<file path="src/rtl/fpu_pkg.sv">
`default_nettype none
// ============================================================================
// Package  : fpu_pkg
// Brief    : Shared binary32 constants, divider state encoding and operand
//            classification used by the floating-point divider.
// Revision : 1.0
// ============================================================================
package fpu_pkg;

    localparam int          EXP_BIAS   = 127;
    localparam logic [31:0] QNAN       = 32'h7FC0_0000;
    localparam int          FDIV_ITERS = 27;
    localparam int          ITER_W     = 5;

    typedef enum logic [1:0] {
        FDIV_IDLE  = 2'd0,
        FDIV_DIV   = 2'd1,
        FDIV_ROUND = 2'd2
    } fdiv_state_t;

    typedef struct packed {
        logic nan;
        logic inf;
        logic zero;
    } fclass_t;

    // Exponent 0 is classed as zero so denormal inputs are flushed.
    function automatic fclass_t classify(input logic [31:0] x);
        fclass_t c;
        c.nan  = (x[30:23] == 8'hFF) && (x[22:0] != 23'd0);
        c.inf  = (x[30:23] == 8'hFF) && (x[22:0] == 23'd0);
        c.zero = (x[30:23] == 8'h00);
        return c;
    endfunction

endpackage
`default_nettype wire

</file>
<file path="src/rtl/fdiv_round.sv">
`default_nettype none
// ============================================================================
// Module   : fdiv_round
// Brief    : Combinational normalise / round-to-nearest-even / special-case
//            resolution stage for the binary32 divider.
// Revision : 1.0
// ============================================================================
module fdiv_round
    import fpu_pkg::*;
(
    input  logic [26:0] i_q,
    input  logic [23:0] i_rem,
    input  logic [7:0]  i_es,
    input  logic [7:0]  i_et,
    input  logic        i_s_sign,
    input  logic        i_t_sign,
    input  logic [21:0] i_s_pay,
    input  logic [21:0] i_t_pay,
    input  fclass_t     i_s_cls,
    input  fclass_t     i_t_cls,
    output logic [31:0] o_result,
    output logic        o_overflow,
    output logic        o_underflow,
    output logic        o_div_by_zero
);

    localparam logic signed [9:0] c_bias_hi = 10'(EXP_BIAS);
    localparam logic signed [9:0] c_bias_lo = 10'(EXP_BIAS - 1);

    logic               w_norm;
    logic [22:0]        w_frac_pre;
    logic               w_guard;
    logic               w_round;
    logic               w_sticky;
    logic               w_inc;
    logic               w_carry;
    logic [22:0]        w_frac;
    logic signed [9:0]  w_exp_pre;
    logic signed [9:0]  w_exp;
    logic               w_ovf;
    logic               w_unf;
    logic               w_sign;

    // The hidden bit is always set here, so only the 23 fraction bits are
    // rounded; a carry out of them means the mantissa wrapped to 2.0.
    assign w_norm     = i_q[26];
    assign w_frac_pre = w_norm ? i_q[25:3] : i_q[24:2];
    assign w_guard    = w_norm ? i_q[2] : i_q[1];
    assign w_round    = w_norm ? i_q[1] : i_q[0];
    assign w_sticky   = (w_norm & i_q[0]) | (i_rem != 24'd0);
    assign w_inc      = w_guard & (w_round | w_sticky | w_frac_pre[0]);

    assign {w_carry, w_frac} = {1'b0, w_frac_pre} + {23'd0, w_inc};

    assign w_exp_pre = $signed({2'b00, i_es}) - $signed({2'b00, i_et})
                     + (w_norm ? c_bias_hi : c_bias_lo);
    assign w_exp     = w_exp_pre + $signed({9'd0, w_carry});
    assign w_ovf     = (w_exp >= 10'sd255);
    assign w_unf     = (w_exp <= 10'sd0);
    assign w_sign    = i_s_sign ^ i_t_sign;

    always_comb begin
        o_result      = {w_sign, w_exp[7:0], w_frac};
        o_overflow    = 1'b0;
        o_underflow   = 1'b0;
        o_div_by_zero = 1'b0;
        if (i_s_cls.nan) begin
            o_result = {i_s_sign, 8'hFF, 1'b1, i_s_pay};
        end else if (i_t_cls.nan) begin
            o_result = {i_t_sign, 8'hFF, 1'b1, i_t_pay};
        end else if ((i_s_cls.inf && i_t_cls.inf) || (i_s_cls.zero && i_t_cls.zero)) begin
            o_result = QNAN;
        end else if (i_s_cls.inf) begin
            o_result = {w_sign, 8'hFF, 23'd0};
        end else if (i_t_cls.inf) begin
            o_result = {w_sign, 31'd0};
        end else if (i_t_cls.zero) begin
            o_result      = {w_sign, 8'hFF, 23'd0};
            o_div_by_zero = 1'b1;
        end else if (i_s_cls.zero) begin
            o_result = {w_sign, 31'd0};
        end else if (w_ovf) begin
            o_result   = {w_sign, 8'hFF, 23'd0};
            o_overflow = 1'b1;
        end else if (w_unf) begin
            o_result    = {w_sign, 31'd0};
            o_underflow = 1'b1;
        end
    end

endmodule
`default_nettype wire

</file>
<file path="src/rtl/fdiv.sv">
`default_nettype none
// ============================================================================
// Module   : fdiv
// Brief    : Multi-cycle IEEE-754 binary32 divider; restoring radix-2 core,
//            one quotient bit per cycle, fixed 28-cycle latency.
// Revision : 1.0
// ============================================================================
module fdiv
    import fpu_pkg::*;
(
    input  logic        clk,
    input  logic        rstn,
    input  logic        start,
    input  logic [31:0] s,
    input  logic [31:0] t,
    output logic        ready,
    output logic [31:0] d,
    output logic        done,
    output logic        overflow,
    output logic        underflow,
    output logic        div_by_zero
);

    fdiv_state_t       r_state;
    logic [ITER_W-1:0] r_iter;
    logic [26:0]       r_q;
    logic [24:0]       r_rem;
    logic [23:0]       r_mt;
    logic [7:0]        r_es;
    logic [7:0]        r_et;
    logic              r_s_sign;
    logic              r_t_sign;
    logic [21:0]       r_s_pay;
    logic [21:0]       r_t_pay;
    fclass_t           r_s_cls;
    fclass_t           r_t_cls;

    logic [24:0]       w_diff;
    logic              w_bit;
    logic [24:0]       w_keep;
    logic              w_last;
    logic [31:0]       w_result;
    logic              w_ovf;
    logic              w_unf;
    logic              w_dbz;

    // Partial remainder stays below 2*mt, so 25 bits suffice.
    assign w_diff = r_rem - {1'b0, r_mt};
    assign w_bit  = (r_rem >= {1'b0, r_mt});
    assign w_keep = w_bit ? w_diff : r_rem;
    assign w_last = (r_iter == ITER_W'(FDIV_ITERS - 1));

    fdiv_round u_round (
        .i_q           (r_q),
        .i_rem         (r_rem[23:0]),
        .i_es          (r_es),
        .i_et          (r_et),
        .i_s_sign      (r_s_sign),
        .i_t_sign      (r_t_sign),
        .i_s_pay       (r_s_pay),
        .i_t_pay       (r_t_pay),
        .i_s_cls       (r_s_cls),
        .i_t_cls       (r_t_cls),
        .o_result      (w_result),
        .o_overflow    (w_ovf),
        .o_underflow   (w_unf),
        .o_div_by_zero (w_dbz)
    );

    always_ff @(posedge clk or negedge rstn) begin
        if (!rstn) begin
            r_state     <= FDIV_IDLE;
            ready       <= 1'b1;
            done        <= 1'b0;
            d           <= 32'd0;
            overflow    <= 1'b0;
            underflow   <= 1'b0;
            div_by_zero <= 1'b0;
            r_iter      <= '0;
            r_q         <= '0;
            r_rem       <= '0;
            r_mt        <= '0;
            r_es        <= '0;
            r_et        <= '0;
            r_s_sign    <= 1'b0;
            r_t_sign    <= 1'b0;
            r_s_pay     <= '0;
            r_t_pay     <= '0;
            r_s_cls     <= '0;
            r_t_cls     <= '0;
        end else begin
            done <= 1'b0;
            case (r_state)
                FDIV_IDLE: begin
                    if (start && ready) begin
                        r_state  <= FDIV_DIV;
                        ready    <= 1'b0;
                        r_iter   <= '0;
                        r_q      <= '0;
                        r_rem    <= {2'b01, s[22:0]};
                        r_mt     <= {1'b1, t[22:0]};
                        r_es     <= s[30:23];
                        r_et     <= t[30:23];
                        r_s_sign <= s[31];
                        r_t_sign <= t[31];
                        r_s_pay  <= s[21:0];
                        r_t_pay  <= t[21:0];
                        r_s_cls  <= classify(s);
                        r_t_cls  <= classify(t);
                    end
                end
                FDIV_DIV: begin
                    r_q    <= {r_q[25:0], w_bit};
                    r_iter <= r_iter + ITER_W'(1);
                    // The final remainder is kept unshifted for the sticky bit.
                    if (w_last) begin
                        r_rem   <= w_keep;
                        r_state <= FDIV_ROUND;
                    end else begin
                        r_rem <= w_keep << 1;
                    end
                end
                FDIV_ROUND: begin
                    d           <= w_result;
                    overflow    <= w_ovf;
                    underflow   <= w_unf;
                    div_by_zero <= w_dbz;
                    done        <= 1'b1;
                    ready       <= 1'b1;
                    r_state     <= FDIV_IDLE;
                end
                default: begin
                    r_state <= FDIV_IDLE;
                    ready   <= 1'b1;
                end
            endcase
        end
    end

endmodule
`default_nettype wire

</file>
<file path="config.mk">
export PLATFORM = sky130hd
export DESIGN_NAME = fdiv
export DESIGN_NICKNAME = d
export VERILOG_FILES = /design/src/rtl/fpu_pkg.sv /design/src/rtl/fdiv_round.sv /design/src/rtl/fdiv.sv
export SDC_FILE = /design/constraint.sdc
export NUM_CORES = 1
export LEC_CHECK = 0
export ABC_AREA = 1
export BUFFER_PORTS_ARGS = -buffer_cell sky130_fd_sc_hd__buf_2
export CORE_ASPECT_RATIO = 1.25
export CORE_MARGIN = 10
export CORE_UTILIZATION = 47
export DETAILED_ROUTE_END_ITERATION = 6
export PLACE_DENSITY_LB_ADDON = 0.08
export SLEW_MARGIN = 20
export SYNTH_ARGS = -nofsm -noshare
export SYNTH_HDL_FRONTEND = slang
export SYNTH_SLANG_ARGS = --single-unit
export TNS_END_PERCENT = 20
</file>
<file path="constraint.sdc">
create_clock -name clk -period 3.8 [get_ports clk]
set_clock_uncertainty 0.15 [all_clocks]
set_input_delay 0.76 -clock clk [delete_from_list [all_inputs] [get_ports clk]]
set_output_delay 0.76 -clock clk [all_outputs]
set_load 0.02 [all_outputs]
</file>
After elaboration in Yosys (flattened, before gate mapping)
Index checks and enable logic that the tools add are counted.

operators by class
  bitwise logic cells = 7
  muxes and demuxes = 50
  add/subtract/negate cells = 6
  order comparisons = 3
  equal/unequal tests = 8
  reductions and logical operators = 22

operators with widths
  operator                                                                               number
  31-bit two-way mux                                                                     6
  32-bit two-way mux                                                                     3
  25-bit two-way mux                                                                     3
  27-bit one-hot mux with 2 select lines                                                 1
  25-bit one-hot mux with 2 select lines                                                 1
  23-bit zero test                                                                       2
  23-bit nonzero test                                                                    2
  1-bit two-way mux                                                                      28
  27-bit two-way mux                                                                     1
  25-bit by 24-bit greater-or-equal comparator with 1-bit output                         1
  25-bit by 24-bit subtractor with 25-bit output                                         1
  23-bit by 1-bit adder with 24-bit output                                               1
  24-bit nonzero test                                                                    1
  23-bit two-way mux                                                                     1
  8-bit == test (second input constant)                                                  2
  8-bit zero test                                                                        2
  10-bit adder                                                                           1
  10-bit by 2-bit adder with 10-bit output                                               1
  10-bit by 9-bit greater-or-equal comparator with 1-bit output (second input constant)  1
  10-bit by 1-bit less-or-equal comparator with 1-bit output (second input constant)     1
  5-bit one-hot mux with 2 select lines                                                  1
  8-bit by 8-bit subtractor with 9-bit output                                            1
  2-bit AND reduction                                                                    4
  1-bit logical AND                                                                      7
  other kinds (18)                                                                       23

storage, ports and cells
  output and inout port bits = 37
  logic and storage cells = 120
  bits of input ports = 67
  bits in registers = 188

Logic depth before layout (Yosys ltp)
Gate-level depths: netlist of run 1.

  depth after elaboration = 17
  depth in mapped cells = 32
  mapped depth without buffers = 31

By module
Synthesis of run 1 repeated with hierarchy kept, for this count alone.

unflattened totals
  cells, all modules = 1,795
  area, all modules = 11,848.9 um^2

by module, submodules not included
  module      area each (um^2)  seq. area each (um^2)  instances  cells an instance
  fdiv        9,077.5           4,155.2                1          1,240
  fdiv_round  2,771.4           0.0                    1          555

Least setup slack after synthesis of run 1
Ideal clock, no wire load.

  kind = register to register
  start = register r_q[26]
  end = register d[15]
  stages on the path, launching flop included = 29
  setup time = 0.124 ns
  slack = -0.020 ns
  path buffers = 2
  data required time = 3.526 ns
  period minus slack after synthesis = 3.820 ns
  arrival time = 3.546 ns
  cells stage by stage = dfrtp_1 buf_6 o21ai_2 nand2_2 nor3_2 nand2_1 nor2_2 nand4_2 nor2_1 nor4b_2 nand3_1 nor3_2 fa_1 inv_1 ha_1 inv_1 xor2_1 nand3_1 a21oi_1 nand2_1 nor2_1 nand2_1 nand2_1 nand3_4 buf_6 nand3_2 nand2_1 o211ai_1 nand2_1

between the ends
  longest elaborated chain between the ends = 17
  elaborated cells between the ends (all ways) = 23
  classes of those cells = 3 x add/sub; 2 x order compare; 13 x mux; 5 x bitwise

RTL lines
  item                                                        line              text
  start, declared                                             fdiv.sv:26        logic [26:0] r_q;
  start signal, assigned                                      fdiv.sv:113       r_q <= {r_q[25:0], w_bit};
  1-bit bitwise AND                                           fdiv_round.sv:50  assign w_sticky = (w_norm & i_q[0]) | (i_rem != 24'd0);
  1-bit OR                                                    fdiv_round.sv:50
  1-bit OR (2 in a row)                                       fdiv_round.sv:51  assign w_inc = w_guard & (w_round | w_sticky | w_frac_pre[0]);
  1-bit bitwise AND                                           fdiv_round.sv:51
  23-bit by 1-bit adder with 24-bit output                    fdiv_round.sv:53  assign {w_carry, w_frac} = {1'b0, w_frac_pre} + {23'd0, w_inc};
  10-bit by 2-bit adder with 10-bit output                    fdiv_round.sv:57  assign w_exp = w_exp_pre + $signed({9'd0, w_carry});
  10-bit by 1-bit less-or-equal comparator with 1-bit output  fdiv_round.sv:59  assign w_unf = (w_exp <= 10'sd0);
  31-bit two-way mux                                          fdiv_round.sv:85  end else if (w_unf) begin
  31-bit two-way mux *                                        fdiv_round.sv:82  end else if (w_ovf) begin
  31-bit two-way mux *                                        fdiv_round.sv:80  end else if (i_s_cls.zero) begin
  31-bit two-way mux *                                        fdiv_round.sv:77  end else if (i_t_cls.zero) begin
  31-bit two-way mux *                                        fdiv_round.sv:75  end else if (i_t_cls.inf) begin
  31-bit two-way mux *                                        fdiv_round.sv:73  end else if (i_s_cls.inf) begin
  32-bit two-way mux *                                        fdiv_round.sv:71  end else if ((i_s_cls.inf && i_t_cls.inf) || (i_s_cls.zero && i_t_cls.zero)) begin
  32-bit two-way mux *                                        fdiv_round.sv:69  end else if (i_t_cls.nan) begin
  32-bit two-way mux *                                        fdiv_round.sv:67  if (i_s_cls.nan) begin
  end signal, assigned                                        fdiv.sv:124       d <= w_result;
  end, declared                                               fdiv.sv:17        output logic [31:0] d,

Every way passes the cells marked *; elsewhere a longest branch is shown, timed or not.
A chain may end at the register's enable or synchronous reset.

Worst setup path after layout of run 1
  start = register r_q[26]
  end = register d[9]

The elaborated chain is that of the path after synthesis.

==> results of run 1 <==
[final timing paths]
path / end / cells past startpoint / slack [ns]
max: d[9] / 26 / -0.17
min in group clk: d[0] / 2 / 0.33
min reg2reg: d[0] / 2 / 0.33
max in group asynchronous: ready / 2 / 2.46
max reg2reg: d[9] / 26 / -0.17
min: r_q[6] / 1 / 0.19
[worst reg2reg max path, stage by stage (launching register included)]
cell and delay [ns]:
dfrtp_2 0.49, buf_12 0.17, o21ai_4 0.16, nand2_2 0.09, nor3_4 0.15, nand2_2 0.10
nor2_4 0.12, nand4_4 0.09, nor2_2 0.11, nor4b_4 0.22, nand3_1 0.12, nor3_2 0.15
fa_2 0.22, inv_2 0.05, ha_4 0.25, inv_1 0.06, nor2_1 0.09, nand2_1 0.06
nor2_1 0.08, nand3_1 0.09, nor2_2 0.16, nand3_4 0.11, nand2_4 0.09, buf_4 0.18
nor2_1 0.09, a21boi_1 0.15, o21ai_1 0.08
[cell usage after synthesis, drive strengths merged (5+ instances only)]
library cell  count  share of area
nand2           452           0.16
inv             192          0.066
dfrtp           165           0.38
o21ai           143          0.070
nor2            106          0.039
a21oi            79          0.037
nand3            78          0.044
clkbuf           38          0.013
ha               36          0.041
o22ai            34          0.020
nand4            24          0.016
nor3             20          0.011
nor4             20          0.013
xor2             20          0.016
buf              19          0.013
xnor2            15          0.012
o211ai           12          0.011
nand3b            6         0.0041
a31oi             5         0.0029
clkinv            5         0.0017
or2               5         0.0029
[registers in the layout, indices dropped and copies added (netlist names), 2 cells and up]
register / count
d: 32
r_mt: 24
r_rem: 25
r_es: 8
r_s_cls: 3
r_t_cls: 3
r_et: 8
r_s_pay: 22
r_state: 2
r_iter: 5
r_q: 27
[metrics by stage]
stage	cells	cell area (um^2)
2_1_floorplan	1502	10900
3_3_place_gp	1929	12200
3_5_place_dp	1929	12200
4_1_cts	1976	13100
5_1_grt	1978	13200
6_report	1978	13200
[per-layer routing]
layer,global-route usage,part of all wire,up-vias
met5,0,0,-
met4,0.0756,0.025,0
met3,0.0319,0.037,52
met2,0.422,0.51,240
met1,0.285,0.42,5029
li1,-,-,5265
[cells by family after synthesis]
group,synth area share
adders and majority gates,0.0469
and+or+nand+nor,0.294
DFF,0.382
muxes,0.000920
buffers and inverters,0.0946
xor gates and xnor gates,0.0282
AOI/OAI and AO/OA,0.154
[layout make-up]
cell class / instances / area (um^2) / share of cell area
inverter: 197 / 747 / 0.0567
clock inverter: 14 / 185 / 0.0140
clock buffer: 18 / 439 / 0.0333
tap: 288 / 360 / 0.0273
timing repair buffer: 213 / 1400 / 0.106
multi-input combinational: 1082 / 5890 / 0.447
sequential: 166 / 4160 / 0.315
[what timing repair did]
| action | in CTS | in global routing |
|---|---|---|
| resized for setup | 28 | 21 |
| setup buffers | 15 | 2 |
| endpoints found under the setup margin | 32 | 33 |
| pin swaps | 10 | 2 |
| hold endpoints to repair | 0 | 0 |
==> metrics.txt, run 1 <==
outcome finished with violations; violated checks setup timing; Filler cells 2210; starting density of the core 0.476; Worst-Margin Slew 0.967 ns; Max transition margin 0.355; P&R area growth vs syn 21.2%; critical path class flip-flop to flip-flop; all-layer global routing usage 0.236; Post-DRT Antenna Nets 0; Residual DRC 0; final worst-path setup slack -0.168 ns; number of port buffers 103; synth warn 0; RSZ-0062 raised after global routing yes; max_cap viols 0; Site Rows 62; FF-to-FF Start r_q[26]; Die Width 156 um; Final #Nets 1783; Setup violations, final 30; final hold violations 0; first-pass GRT wire length 55600 um; Hold Crit Class primary input to asynchronous set/reset pin; worst slack at placement -0.375 ns; Synth Instances 1502; TritonCTS clock tree done; routability cong. 0.968; die height 190 um; clk buf depth 2; Post-synth EDFFs 0; Final Slew Violations 0; DRT Pass-1 Iters 5; most frequent cells in the layout 427 x nand2_1, 183 x inv_1, 164 x dfrtp_1; fraction of layout cells with a size suffix above 1 0.206; final HPWL from detailed placement 26800 um; final hold slack 0.189 ns; Critical Path Max Stage Delay 0.49 ns; CP endpoint kind flip-flop; total number of vias 10600; Max Fanout on Critical Path 8; Crit path top cell by count nor2_1; Setup TNS -3.80 ns; Main synth FF type dfrtp_1; aggregate global routing overflow 0; Avg Cell Area, Syn 7.24 um^2; f_max 0.252 GHz; clk root buf clkbuf_16; Die ar. 0.0297 mm^2; initial antenna violation count 0; Inserted Clock Buffers 17; Mapped Area 0.0109 mm^2; sequential-to-total area share from yosys stat 0.382; Crit-path slowest cell dfrtp_2; crit path buf inv count 4; startpoint types flip-flop; WL per Instance 17.7 um; pin count of the biggest net entering global routing 84; 1st-iter DRT viols 635; Core ar. 0.0229 mm^2; CTS Hold Bufs 0; Final min period 3.97 ns; Critical Path AT 4.14 ns; number of synthesized register bits 166; CTS clk-pin slew, worst paths 0.07 ns; Ant. Diodes 0; Worst Path Required 3.97 ns; CP delay by family, top simple AND/OR/NAND/NOR gates; Critical Path Start r_q[26]; Clock Latency Late Sink 0.44 ns; DR vias/cell 5.35; most common cell after layout, fill and taps aside nand2_1; Finished Core Util 0.576; fin crit share 1.04; ys async rst share 1.00; Syn Nets 1608; vias in the first global route 10700; post-synth cell types 62; Total Wirelength 35000 um; Sinks on Clock Net 166; htree depth 4; IO Count 104
Power of run 1 is not shown: default switching activity piles up to over one toggle a cycle in this logic, so the estimate is an artifact.
==> inputs of run 2 (changes only) <==
--- a/config.mk
+++ b/config.mk
@@ -7,7 +7,7 @@
 export LEC_CHECK = 0
 export ABC_AREA = 1
 export BUFFER_PORTS_ARGS = -buffer_cell sky130_fd_sc_hd__buf_2
-export CORE_ASPECT_RATIO = 1.25
+export CORE_ASPECT_RATIO = 2
 export CORE_MARGIN = 10
 export CORE_UTILIZATION = 47
 export DETAILED_ROUTE_END_ITERATION = 6
==> metrics.txt, run 2 (synthesized netlist as in run 1, its figures left out) <==
outcome finished with violations; violated checks setup timing; most frequent cells in the layout 428 x nand2_1, 183 x inv_1, 164 x dfrtp_1; die height 235 um (+24%); Ant. Diodes 0 (unchanged); P&R area growth vs syn 21.2% (unchanged); FF-to-FF Start r_q[26]; Critical Path End d[19]; CP endpoint kind flip-flop; starting density of the core 0.479 (+0.00304); most common cell after layout, fill and taps aside nand2_1; fraction of layout cells with a size suffix above 1 0.212 (+0.00610); total number of vias 10800 (+2.0%); DRT Pass-1 Iters 5 (unchanged); Largest register FFs 32 (unchanged); aggregate global routing overflow 0 (unchanged); Post-DRT Antenna Nets 0 (unchanged); Crit-path slowest cell dfrtp_2; final worst-path setup slack -0.361 ns (-0.194 ns); Finished Core Util 0.580 (+0.00368); Die ar. 0.0300 mm^2 (+1.1%); Crit path top cell by count buf_4; Residual DRC 0 (unchanged); Critical Path AT 4.35 ns (+0.21 ns); Inserted Clock Buffers 17 (unchanged); Total Wirelength 38300 um (+9.4%); htree depth 4 (unchanged); Worst-Margin Slew 0.985 ns (+0.0172 ns); reg2reg path depth 29 (+12%); Hold Crit Class primary input to asynchronous set/reset pin; GRT Max-Usage Layer met2; reg2reg end d[19]; met3 global-route usage 0.0381 (+0.00622); Final min period 4.16 ns (+0.194 ns); CTS clk-pin slew, worst paths 0.07 ns (about the same); final HPWL from detailed placement 29900 um (+11%); routability cong. 0.955 (-1.3%); Sinks on Clock Net 166 (unchanged); number of port buffers 103 (unchanged); CTS Hold Bufs 0 (unchanged); critical path class flip-flop to flip-flop; Critical Path Start r_q[26]; WL per Instance 19.4 um (+9.4%); Final #Nets 1791 (+0.45%); Core ar. 0.0227 mm^2 (-0.63%); 1st-iter DRT viols 605 (-4.7%); Site Rows 78 (+26%); Max Fanout on Critical Path 5 (-3); DR vias/cell 5.46 (+2.0%); all-layer global routing usage 0.255 (+0.0186); vias in the first global route 11200 (+4.1%); pin count of the biggest net entering global routing 71 (-15%); Setup violations, final 31 (+3.3%); Max transition margin 0.337 (-0.0175); TritonCTS clock tree done; Sequential Area 0.00416 mm^2 (unchanged); first-pass GRT wire length 59900 um (+7.7%); Critical Path Max Stage Delay 0.46 ns (-0.03 ns); Final Slew Violations 0 (unchanged); M1 GR Usage 0.249 (-0.0362); Clock Latency Late Sink 0.45 ns (about the same); initial antenna violation count 0 (unchanged); startpoint types flip-flop; Largest regs d x32, r_q x27, r_rem x25; met2 Resource Use GR 0.480 (+0.0575); RSZ-0062 raised after global routing yes; final hold violations 0 (unchanged); max_cap viols 0 (unchanged); Worst Path Required 3.99 ns (+0.02 ns); largest reg by FF count d; IO Count 104 (unchanged); fin crit share 1.10 (+0.0510); f_max 0.240 GHz (-4.7%); Worst R2R Setup Slack -0.36 ns (-0.19 ns); clk buf depth 2 (unchanged); clk root buf clkbuf_16; Filler cells 2231 (+0.95%); Multi-input gate area 0.00588 mm^2 (-0.25%); Die Width 128 um (-18%)
-- run 2: cell types whose count changed in the layout (fill, tap and decap cells not counted), moves of 3 or more --
cell,previous run,this run
clkinv_2,0,3
o21ai_2,7,10
buf_4,102,111
nand2_2,23,20
nor2_2,5,8
-- run 2: repair_timing --
action / in CTS / in global routing
setup buffers: 23 / 3
gates resized for setup: 38 / 12
setup endpoints to repair: 32 / 33
pin swaps: 13 / 5
-- run 2: worst min-delay path by stage --
stage / endpoint / slack, ns / cells after the start
after global routing: r_q[9] / 0.18 / 1
after floorplan: r_mt[23] / 0.28 / 2
after global placement: r_mt[23] / 0.31 / 2
final: r_q[7] / 0.13 / 1
after CTS: r_q[9] / 0.17 / 1
after detailed placement: r_mt[23] / 0.32 / 2
-- run 2: critical path: cells and delay by family (launching register included) --
family	cells	cell delay, ns
compound gates	2	0.21
xor+xnor	1	0.24
buf+inv	20	2.49
flops	1	0.46
simple gates	6	0.50
-- run 2: final cells by class --
type / count / share of cell area
multi-input combinational: 1082 / 0.446
clock buffer: 18 / 0.0325
clock inverter: 14 / 0.0115
inverter: 197 / 0.0569
sequential: 166 / 0.315
timing repair buffer: 221 / 0.111
tap: 280 / 0.0266
-- run 2: per-stage QoR --
| step | area (um^2) | cells | setup slack (ns) | setup TNS [ns] | hold slack, ns |
|---|---|---|---|---|---|
| final | 13200 | 1978 | -0.361 | -4.90 | 0.134 |
| after floorplan | 10900 | 1502 | 0.0145 | 0 | 0.276 |
| after global routing | 13200 | 1978 | -0.501 | -13.58 | 0.176 |
| after CTS | 13100 | 1975 | -0.147 | -2.90 | 0.168 |
| after detailed placement | 12200 | 1920 | -0.278 | -6.46 | 0.318 |
| after global placement | 12200 | 1920 | -0.305 | -6.35 | 0.310 |
-- run 2: per-layer routing --
layer / vias to the layer above / wire length (um)
met5: - / 0
met3: 100 / 1310
met2: 269 / 21100
met1: 5161 / 13600
met4: 0 / 2260
li1: 5263 / -
Power of run 2 is left out for the same reason.
==> inputs of run 3 (changes only) <==
--- a/config.mk
+++ b/config.mk
@@ -10,6 +10,7 @@
 export CORE_ASPECT_RATIO = 2
 export CORE_MARGIN = 10
 export CORE_UTILIZATION = 47
+export CTS_BUF_LIST = sky130_fd_sc_hd__clkbuf_4 sky130_fd_sc_hd__clkbuf_8 sky130_fd_sc_hd__clkbuf_16
 export DETAILED_ROUTE_END_ITERATION = 6
 export PLACE_DENSITY_LB_ADDON = 0.08
 export SLEW_MARGIN = 20
==> metrics.txt, run 3 (synthesized netlist as in run 1, its figures left out) <==
1st-iter DRT viols 609 (+0.66%); Site Rows 78 (unchanged); DRT Pass-1 Iters 5 (unchanged); Largest regs d x32, r_q x27, r_rem x25; Die ar. 0.0300 mm^2 (unchanged); largest reg by FF count d; Final Cell Area 0.0132 mm^2 (about the same); fraction of layout cells with a size suffix above 1 0.213 (+0.000589); Critical Path Max Stage Delay 0.46 ns (about the same); final worst-path setup slack -0.364 ns (-0.00319 ns); most common cell after layout, fill and taps aside nand2_1; Setup violations, final 31 (unchanged); Worst-Margin Slew 0.964 ns (-0.0205 ns); Final min period 4.16 ns (+0.00319 ns); die height 235 um (unchanged); Hold Crit Class primary input to asynchronous set/reset pin; Worst Path Required 4.00 ns (about the same); CP endpoint kind flip-flop; clk buf depth 2 (unchanged); Final #Nets 1791 (unchanged); Setup TNS -4.78 ns (+0.113 ns); DR vias/cell 5.47 (+0.17%); first-pass GRT wire length 59900 um (about the same); total number of vias 10800 (+0.17%); final hold violations 0 (unchanged); initial antenna violation count 0 (unchanged); outcome finished with violations; f_max 0.240 GHz (about the same); Sinks on Clock Net 166 (unchanged); Core ar. 0.0227 mm^2 (unchanged); Crit path top cell by count buf_4; Crit-path slowest cell dfrtp_2; max_cap viols 0 (unchanged); CTS clk-pin slew, worst paths 0.07 ns (about the same); Largest register FFs 32 (unchanged); Final Slew Violations 0 (unchanged); Post-DRT Antenna Nets 0 (unchanged); dpl cells 1920 (unchanged); vias in the first global route 11200 (+0.027%); FF-to-FF Start r_q[26]; most frequent cells in the layout 428 x nand2_1, 183 x inv_1, 164 x dfrtp_1; violated checks setup timing; aggregate global routing overflow 0 (unchanged); fin crit share 1.10 (about the same); Inserted Clock Buffers 17 (unchanged); number of port buffers 103 (unchanged); Max Fanout on Critical Path 5 (unchanged); IO Count 104 (unchanged); Critical Path AT 4.36 ns (about the same); Critical Path Start r_q[26]; Max transition margin 0.353 (+0.0158); non-filler cells, final 1978 (unchanged); P&R area growth vs syn 21.2% (about the same); all-layer global routing usage 0.255 (about the same); Clock Latency Late Sink 0.46 ns (about the same); critical path class flip-flop to flip-flop; final HPWL from detailed placement 29900 um (unchanged); Die Width 128 um (unchanged); Total Wirelength 38300 um (about the same); WL per Instance 19.4 um (about the same); clk root buf clkbuf_16; pin count of the biggest net entering global routing 71 (unchanged); Residual DRC 0 (unchanged); TritonCTS clock tree done; Ant. Diodes 0 (unchanged); RSZ-0062 raised after global routing yes; starting density of the core 0.479 (unchanged); htree depth 4 (unchanged); startpoint types flip-flop; CTS Hold Bufs 0 (unchanged); placed cell areas 0.0122 mm^2 (unchanged); routability cong. 0.955 (unchanged); Filler cells 2231 (unchanged)
run 3: cell counts in the layout (fill, tap and decap cells not counted):
No cell type changed its count.
run 3: path summary, 6_finish.rpt:
path | slack (ns) | end | depth (start not counted)
worst max-delay path | -0.36 | d[19] | 29
max in group asynchronous | 2.49 | d[25] | 2
worst max register to register | -0.36 | d[19] | 29
worst min register to register | 0.33 | r_mt[23] | 2
worst min-delay path | 0.13 | r_q[7] | 1
min in group clk | 0.33 | r_mt[23] | 2
run 3: final cells by class:
| type | count | area, um^2 | area share |
|---|---|---|---|
| clock inverters | 14 | 151 | 0.0115 |
| inverters | 197 | 751 | 0.0569 |
| clock buffers | 18 | 433 | 0.0328 |
| flip-flops and latches | 166 | 4160 | 0.315 |
| well taps | 280 | 350 | 0.0266 |
| repair buffers | 221 | 1470 | 0.111 |
| multi-input cells | 1082 | 5880 | 0.446 |
run 3: per-stage QoR:
step | util | hold WS, ns | setup slack (ns)
finish | 0.580 | 0.132 | -0.364
global route | 0.580 | 0.176 | -0.501
CTS | 0.577 | 0.168 | -0.147
detailed placement | 0.538 | 0.318 | -0.278
global placement | 0.538 | 0.310 | -0.305
floorplan | - | 0.276 | 0.0145
run 3: per-layer routing:
| layer | GRT usage | up-vias | part of all wire |
|---|---|---|---|
| met3 | 0.0381 | 102 | 0.032 |
| met4 | 0.153 | 0 | 0.060 |
| met1 | 0.249 | 5185 | 0.36 |
| met2 | 0.480 | 256 | 0.55 |
| li1 | - | 5268 | - |
| met5 | 0 | - | 0 |
run 3: repair_timing:
item,CTS,global route
pin swaps,13,5
resized for setup,38,12
endpoints found under the setup margin,32,33
buffers inserted,23,3
run 3: worst max-delay path, delay by kind of cell, from the launching register on:
family	cells	cell delay, ns
DFF	1	0.46
xor gates and xnor gates	1	0.24
AOI/OAI and AO/OA	2	0.21
and+or+nand+nor	6	0.50
buffers and inverters	20	2.48
Power of run 3 is left out for the same reason.
